`src/rtl/regfile_wr_arbiter_if.sv`:
```
// rtl/regfile_wr_arbiter_if.sv - write-back request, register-file write and scoreboard bus
interface regfile_wr_arbiter_if;
    logic        REQ_A;
    logic        REQ_B;
    logic [4:0]  ADDR_A;
    logic [4:0]  ADDR_B;
    logic [31:0] DATA_A;
    logic [31:0] DATA_B;
    logic        GNT_A;
    logic        GNT_B;
    logic        WRITE_ENABLE;
    logic [4:0]  WRITE_REG;
    logic [31:0] DATA_IN;
    logic        RESERVE_EN;
    logic [4:0]  RESERVE_REG;
    logic [4:0]  READ_REG1;
    logic [4:0]  READ_REG2;
    logic        BUSY1;
    logic        BUSY2;

    // Pipeline side: requesters and decode
    modport master (
        output REQ_A, REQ_B, ADDR_A, ADDR_B, DATA_A, DATA_B,
        output RESERVE_EN, RESERVE_REG, READ_REG1, READ_REG2,
        input  GNT_A, GNT_B, WRITE_ENABLE, WRITE_REG, DATA_IN, BUSY1, BUSY2
    );

    // Arbiter side
    modport slave (
        input  REQ_A, REQ_B, ADDR_A, ADDR_B, DATA_A, DATA_B,
        input  RESERVE_EN, RESERVE_REG, READ_REG1, READ_REG2,
        output GNT_A, GNT_B, WRITE_ENABLE, WRITE_REG, DATA_IN, BUSY1, BUSY2
    );
endinterface

```
`src/rtl/regfile_wr_arbiter.sv`:
```
// rtl/regfile_wr_arbiter.sv - two-port round-robin write-back arbiter with pending-register scoreboard
module regfile_wr_arbiter #(
    parameter int NREG = 32
) (
    input  logic                 CLK,
    input  logic                 RSTa,
    regfile_wr_arbiter_if.slave  bus
);

    localparam logic SEL_A = 1'b0;
    localparam logic SEL_B = 1'b1;

    logic            last_q, last_d;
    logic            we_q, we_d;
    logic [4:0]      wreg_q, wreg_d;
    logic [31:0]     data_q, data_d;
    logic [NREG-1:0] pend_q, pend_d;

    logic            gnt_a, gnt_b;
    logic [4:0]      gnt_addr;
    logic [31:0]     gnt_data;

    // Round-robin grant; reset low masks grants so nothing in flight is written
    always_comb begin
        gnt_a = RSTa & bus.REQ_A & (~bus.REQ_B | (last_q == SEL_B));
        gnt_b = RSTa & bus.REQ_B & (~bus.REQ_A | (last_q == SEL_A));
        gnt_addr = gnt_b ? bus.ADDR_B : bus.ADDR_A;
        gnt_data = gnt_b ? bus.DATA_B : bus.DATA_A;
    end

    assign bus.GNT_A        = gnt_a;
    assign bus.GNT_B        = gnt_b;
    assign bus.WRITE_ENABLE = we_q;
    assign bus.WRITE_REG    = wreg_q;
    assign bus.DATA_IN      = data_q;

    // Next write-port state; x0 writes are granted but never issued, and the
    // port holds its last values whenever no write is issued
    always_comb begin
        last_d = last_q;
        we_d   = 1'b0;
        wreg_d = wreg_q;
        data_d = data_q;
        if (gnt_a || gnt_b) begin
            last_d = gnt_b ? SEL_B : SEL_A;
            if (gnt_addr != 5'd0) begin
                we_d   = 1'b1;
                wreg_d = gnt_addr;
                data_d = gnt_data;
            end
        end
    end

    // Pending vector: retire clears, reserve sets afterwards so it wins a tie
    always_comb begin
        pend_d = pend_q;
        if (we_q) begin
            pend_d[wreg_q] = 1'b0;
        end
        if (bus.RESERVE_EN && (bus.RESERVE_REG != 5'd0)) begin
            pend_d[bus.RESERVE_REG] = 1'b1;
        end
        pend_d[0] = 1'b0;
    end

    // Source busy: pending, or being written this very cycle (bypass of the clear)
    always_comb begin
        bus.BUSY1 = pend_q[bus.READ_REG1] |
                    (we_q && (wreg_q == bus.READ_REG1) && (bus.READ_REG1 != 5'd0));
        bus.BUSY2 = pend_q[bus.READ_REG2] |
                    (we_q && (wreg_q == bus.READ_REG2) && (bus.READ_REG2 != 5'd0));
    end

    // State registers; reset leaves LAST=B so A wins the first conflict
    always_ff @(posedge CLK or negedge RSTa) begin
        if (!RSTa) begin
            last_q <= SEL_B;
            we_q   <= 1'b0;
            wreg_q <= 5'd0;
            data_q <= 32'd0;
            pend_q <= '0;
        end else begin
            last_q <= last_d;
            we_q   <= we_d;
            wreg_q <= wreg_d;
            data_q <= data_d;
            pend_q <= pend_d;
        end
    end

endmodule

```
`src/flat_wrapper.sv`:
```
// flat-port wrapper written by rule: the top's interface ports become plain ports
module regfile_wr_arbiter_flat 
#(
    parameter int NREG = 32
)
  (CLK, RSTa, bus_REQ_A, bus_REQ_B, bus_ADDR_A, bus_ADDR_B, bus_DATA_A, bus_DATA_B, bus_RESERVE_EN, bus_RESERVE_REG, bus_READ_REG1, bus_READ_REG2, bus_GNT_A, bus_GNT_B, bus_WRITE_ENABLE, bus_WRITE_REG, bus_DATA_IN, bus_BUSY1, bus_BUSY2);
  regfile_wr_arbiter_if bus_i ();
  input  logic CLK;
  input  logic RSTa;
  input wire logic [$bits(bus_i.REQ_A)-1:0] bus_REQ_A;
  input wire logic [$bits(bus_i.REQ_B)-1:0] bus_REQ_B;
  input wire logic [$bits(bus_i.ADDR_A)-1:0] bus_ADDR_A;
  input wire logic [$bits(bus_i.ADDR_B)-1:0] bus_ADDR_B;
  input wire logic [$bits(bus_i.DATA_A)-1:0] bus_DATA_A;
  input wire logic [$bits(bus_i.DATA_B)-1:0] bus_DATA_B;
  input wire logic [$bits(bus_i.RESERVE_EN)-1:0] bus_RESERVE_EN;
  input wire logic [$bits(bus_i.RESERVE_REG)-1:0] bus_RESERVE_REG;
  input wire logic [$bits(bus_i.READ_REG1)-1:0] bus_READ_REG1;
  input wire logic [$bits(bus_i.READ_REG2)-1:0] bus_READ_REG2;
  output wire logic [$bits(bus_i.GNT_A)-1:0] bus_GNT_A;
  output wire logic [$bits(bus_i.GNT_B)-1:0] bus_GNT_B;
  output wire logic [$bits(bus_i.WRITE_ENABLE)-1:0] bus_WRITE_ENABLE;
  output wire logic [$bits(bus_i.WRITE_REG)-1:0] bus_WRITE_REG;
  output wire logic [$bits(bus_i.DATA_IN)-1:0] bus_DATA_IN;
  output wire logic [$bits(bus_i.BUSY1)-1:0] bus_BUSY1;
  output wire logic [$bits(bus_i.BUSY2)-1:0] bus_BUSY2;
  assign bus_i.REQ_A = bus_REQ_A;
  assign bus_i.REQ_B = bus_REQ_B;
  assign bus_i.ADDR_A = bus_ADDR_A;
  assign bus_i.ADDR_B = bus_ADDR_B;
  assign bus_i.DATA_A = bus_DATA_A;
  assign bus_i.DATA_B = bus_DATA_B;
  assign bus_i.RESERVE_EN = bus_RESERVE_EN;
  assign bus_i.RESERVE_REG = bus_RESERVE_REG;
  assign bus_i.READ_REG1 = bus_READ_REG1;
  assign bus_i.READ_REG2 = bus_READ_REG2;
  assign bus_GNT_A = bus_i.GNT_A;
  assign bus_GNT_B = bus_i.GNT_B;
  assign bus_WRITE_ENABLE = bus_i.WRITE_ENABLE;
  assign bus_WRITE_REG = bus_i.WRITE_REG;
  assign bus_DATA_IN = bus_i.DATA_IN;
  assign bus_BUSY1 = bus_i.BUSY1;
  assign bus_BUSY2 = bus_i.BUSY2;
  regfile_wr_arbiter #(.NREG(NREG)) u_core (.CLK(CLK), .RSTa(RSTa), .bus(bus_i));
endmodule
```
`config.mk`:
```
export PLATFORM = sky130hd
export DESIGN_NAME = regfile_wr_arbiter_flat
export DESIGN_NICKNAME = d
export VERILOG_FILES = /design/src/rtl/regfile_wr_arbiter_if.sv /design/src/rtl/regfile_wr_arbiter.sv /design/src/flat_wrapper.sv
export SDC_FILE = /design/constraint.sdc
export NUM_CORES = 1
export LEC_CHECK = 0
export CAP_MARGIN = 20
export CELL_PAD_IN_SITES_DETAIL_PLACEMENT = 1
export CELL_PAD_IN_SITES_GLOBAL_PLACEMENT = 1
export CORE_AREA = 2 2 110 112
export CTS_CLUSTER_SIZE = 24
export DETAILED_ROUTE_END_ITERATION = 10
export DIE_AREA = 0 0 112 114
export GPL_ROUTABILITY_DRIVEN = 0
export PLACE_DENSITY_LB_ADDON = 0.1
export SETUP_SLACK_MARGIN = 0.5
export SYNTH_ARGS = -nofsm -noshare
export SYNTH_HDL_FRONTEND = slang
export SYNTH_SLANG_ARGS = --single-unit
```
`constraint.sdc`:
```
create_clock -name CLK -period 2.8 [get_ports CLK]
set_input_delay 0.56 -clock CLK [delete_from_list [all_inputs] [get_ports CLK]]
set_output_delay 0.56 -clock CLK [all_outputs]
set_load 0.02 [all_outputs]
```
# == Word-level counts from Yosys, hierarchy flattened ==
# Index checks and enable logic that the tools add are counted.
# op_classes
magnitude_cmp,6
reduce_logical,13
mux,15
n_bitwise,14
n_eq_ne,2
# op_table
op,n
two-way mux 32 bit,3
bitwise AND 32 bit,1
NOT 32 bit,1
OR 32 bit,1
< comparator 5 x 6 -> 1 bit (second input constant),4
nonzero test 5 bit,4
binary-select mux 1 bit (select 5 bit),2
demux 1 bit (select 5 bit),2
equality test 5 bit,2
>= comparator 5 x 1 -> 1 bit (second input constant),2
logical AND 1 bit,7
two-way mux 1 bit,7
two-way mux 5 bit,1
bitwise AND 1 bit,4
OR 1 bit,4
NOT 1 bit,3
AND reduction 2 bit,1
logical OR 1 bit,1
# totals
elab_cells,55
input_bits,94
ff_bits,70
output_inout_bits,42

# == Longest topological paths before layout ==
# depth
word_depth,9
mapped_depth,7
ltp_nobuf,5

# == Least setup slack after synthesis ==
# OpenSTA, ideal clock, no wires.
# synth_path
path_type,input to output
from,in bus_READ_REG1[1]
to,out bus_BUSY1
arrival_ns,2.042
path_slack_ns,0.198
path_stages,6
path_buffers,2
required_time_ns,2.240
path_cell_list,buf_2 > buf_4 > mux2i_1 > a221oi_1 > and4b_1 > or4_1
# synth_between
elab_chain_cells,4
word_cells_on_any_way,7
cone_classes,eq/ne: 1; mux: 2; bitwise: 1; reduce/logical: 3
# synth_lines
item,line,rtl
start: declaration,flat_wrapper.sv:18,input wire logic [$bits(bus_i.READ_REG1)-1:0] bus_READ_REG1;
branches (longest 3 deep; another with binary-select mux 1 bit (select 5 bit)),--,
OR 1 bit *,regfile_wr_arbiter.sv:68,bus.BUSY1 = pend_q[bus.READ_REG1] |
end: declaration,flat_wrapper.sv:25,output wire logic [$bits(bus_i.BUSY1)-1:0] bus_BUSY1;
# Every way passes the cells marked *. The select of a mux whose other input is x is not followed.

# == Final worst setup path ==
# layout_path
from,in bus_READ_REG1[0]
to,out bus_BUSY1
# Same word-level chain as after synthesis.

==> qor.yml <==
status: "finished, final reports clean"
fillers: 1245
grt_max_degree: 70
first_pass_iters: 4
cpPeakStageDelay_ps: 530
p_switching_w: 0.001360
crit_slowest_cell: "or4_4"
worst_hold_slack_ps: 237.5
dp_cells: 646
vdd_drop_max_mv: 0.3055
yosys.area.top_type: "dfrtp_1"
arrival_ps: 2060
finClkSkew_ps: 6.090
synthTopCellsByArea: "dfrtp_1, mux2_2, mux2_1"
dr_total_vias: 3663
crit_buf_inv: 3
rsz0062_at_grt: "true"
power.share.switching: 0.3203
ctsHtreeMaxLevel: 3
worst_skew_pair.late_latency_ps: 330
leakagePower_nw: 2.556
synth.net_count: 442
synthCells: 348
diodes: 0
finalCriticalPeriod_ps: 2618
rows: 40
cts-root-buf: "clkbuf_16"
wire_per_inst_um: 19.98
hp-class: "primary input to asynchronous set/reset pin"
synth_area_per_cell_um2: 11.36
ys_types: 40
critPathTopFamily: "simple AND/OR/NAND/NOR gates"
final_cell_mix: "clkdlybuf4s50_1, dfrtp_1, o21ai_0"
crit_path_max_fanout: 5
synth_top_area_share: 0.4367
critPathRequiredTime_ps: 2240
pin_count: 136
ys_async_sr_fraction: 1.000
postRouteAntennaNets: 0
combPwrFrac: 0.342
port_buffers: 135
drt_iter0_markers: 185
period_share: 0.9350
die_h_um: 114
coreArea_mm2: 0.01171
synth-edff-count: 0
worst_pin_slew_ps: 922.3
ys_ff_latch: 70
cts_buffer_depth: 2
p_int_w: 0.002885
synth-main-ff-cell: "dfrtp_1"
seq_area_mm2: 0.001754
dieArea_mm2: 0.01277
grt_pass1_wl_um: 21730
max_freq_mhz: 382.0
seqPwrFrac: 0.366
p_per_area_mw_per_mm2: 665.1
cts_made_buffers: 9
max-slew-margin-rel: 0.3852
critical_path_class: "primary input to output pin"
hpwl_um: 9737
yosysWarnings: 0
track_usage: 0.2181
grt_pass1_vias: 4004
multiInputGateArea_mm2: 0.002195
maxSlewViolCount: 0
grt_antenna_before_repair: 0
final_hold_viol_count: 0
via_per_inst: 5.387
dieWidth_um: 112
layout_commonest_cell: "clkdlybuf4s50_1"
area_growth_pct: 61.42
drive_gt1_frac: 0.2702
cts_sinks: 70
clk_transition_reported_paths_ps: 60
cp-start-kind: "primary input"
fin_nets: 622
seq_area_frac_synth: 0.4434
end_kind: "output pin"
routed_wl_um: 13590
instances_no_fill: 680
setup_viol: 0
clkPwrFrac: 0.293
maxCapViolCount: 0
worstPathCellList: "buf_6 > buf_6 > a2111oi_4 > a221oi_2 > and4b_1 > or4_4 > buf_6"
netlist_area_mm2: 0.003954
drc: 0
overflow: 0
initial_utilization: 0.3376
cts_tree: "done"
cpMostUsedCell: "buf_6"
==> kinds of logic after synthesis <==
family / synth area share
compound gates: 0.1364
mux: 0.2842
buf+inv: 0.03417
flops: 0.4434
simple gates: 0.08418
xor+xnor: 0.01772
==> synth_stat cells, types with 7 or more instances <==
cell type	instances
mux2_2	38
clkbuf_1	10
dfrtp_1	69
inv_1	9
nand2_1	9
o21ai_0	62
nor2b_1	7
mux2_1	28
mux2i_1	20
nand3_1	13
==> state kept, by name (all words and copies together) (netlist names) <==
signal,count
u_core.pend_q,31
u_core.bus.DATA_IN,32
u_core.last_q,1
u_core.bus.WRITE_REG,5
u_core.bus.WRITE_ENABLE,1
==> area by class of cell <==
type / count / area share
Clock inverter: 6 / 0.01333
Multi-Input combinational cell: 251 / 0.3439
Timing Repair Buffer: 187 / 0.2964
Clock buffer: 10 / 0.03744
Tap cell: 147 / 0.02882
Sequential cell: 70 / 0.2748
Inverter: 9 / 0.005293
==> metrics by stage <==
step	utilization	area [um^2]	setup TNS (ps)	total power, W	setup slack, ps
after CTS	0.5423	6351	0	0.004224	160.7
after floorplan	-	4030	0	0.002180	434.0
final	0.5450	6382	0	0.004245	181.9
after global placement	0.4884	5719	-1264	0.002824	-682.6
after global routing	0.5450	6382	0	0.004461	151.0
after detailed placement	0.4884	5719	-1288	0.002871	-689.0
==> worst register-to-register path: stages, from the launching register on <==
cell and delay [ps]:
dfstp_2 560, nand2_1 70, nand3_2 110, buf_8 160, mux2i_4 280, a41oi_4 150
buf_12 170, buf_6 120, buf_16 140, mux2_1 310
==> power by group through the flow <==
stage / Clock [W] / Sequential, W / Combinational (W)
floorplan: 0 / 0.00157 / 0.000610
global placement: 0 / 0.00154 / 0.00129
detailed placement: 0 / 0.00155 / 0.00132
CTS: 0.00127 / 0.00154 / 0.00142
global route: 0.00131 / 0.00158 / 0.00157
finish: 0.00124 / 0.00155 / 0.00145
==> layer usage <==
| layer | track usage | wire length, um |
|---|---|---|
| met5 | 0 | 0 |
| met4 | 0.05691 | 172 |
| met3 | 0.06111 | 879 |
| met2 | 0.3798 | 6713 |
| met1 | 0.2683 | 5823 |
==> repair_timing <==
action	in CTS	in global routing
resized for setup	75	7
cloned	3	0
hold buffers	0	0
endpoints found under the setup margin	36	2
buffers inserted	13	2
pin swaps	13	6
==> path summary, 6_finish.rpt <==
kind | endpoint | cells past startpoint | start | slack (ps)
max | bus_BUSY1 | 7 | bus_READ_REG1[0] | 180
min | u_core.last_q | 1 | RSTa | 240
max reg2reg | u_core.bus.DATA_IN[10] | 9 | u_core.last_q | 620
min reg2reg | u_core.bus.DATA_IN[5] | 1 | u_core.bus.DATA_IN[5] | 480
max in group asynchronous | u_core.pend_q[18] | 2 | RSTa | 1580
min in group CLK | u_core.bus.DATA_IN[5] | 1 | u_core.bus.DATA_IN[5] | 480
Power figures use the tool's default switching activity.
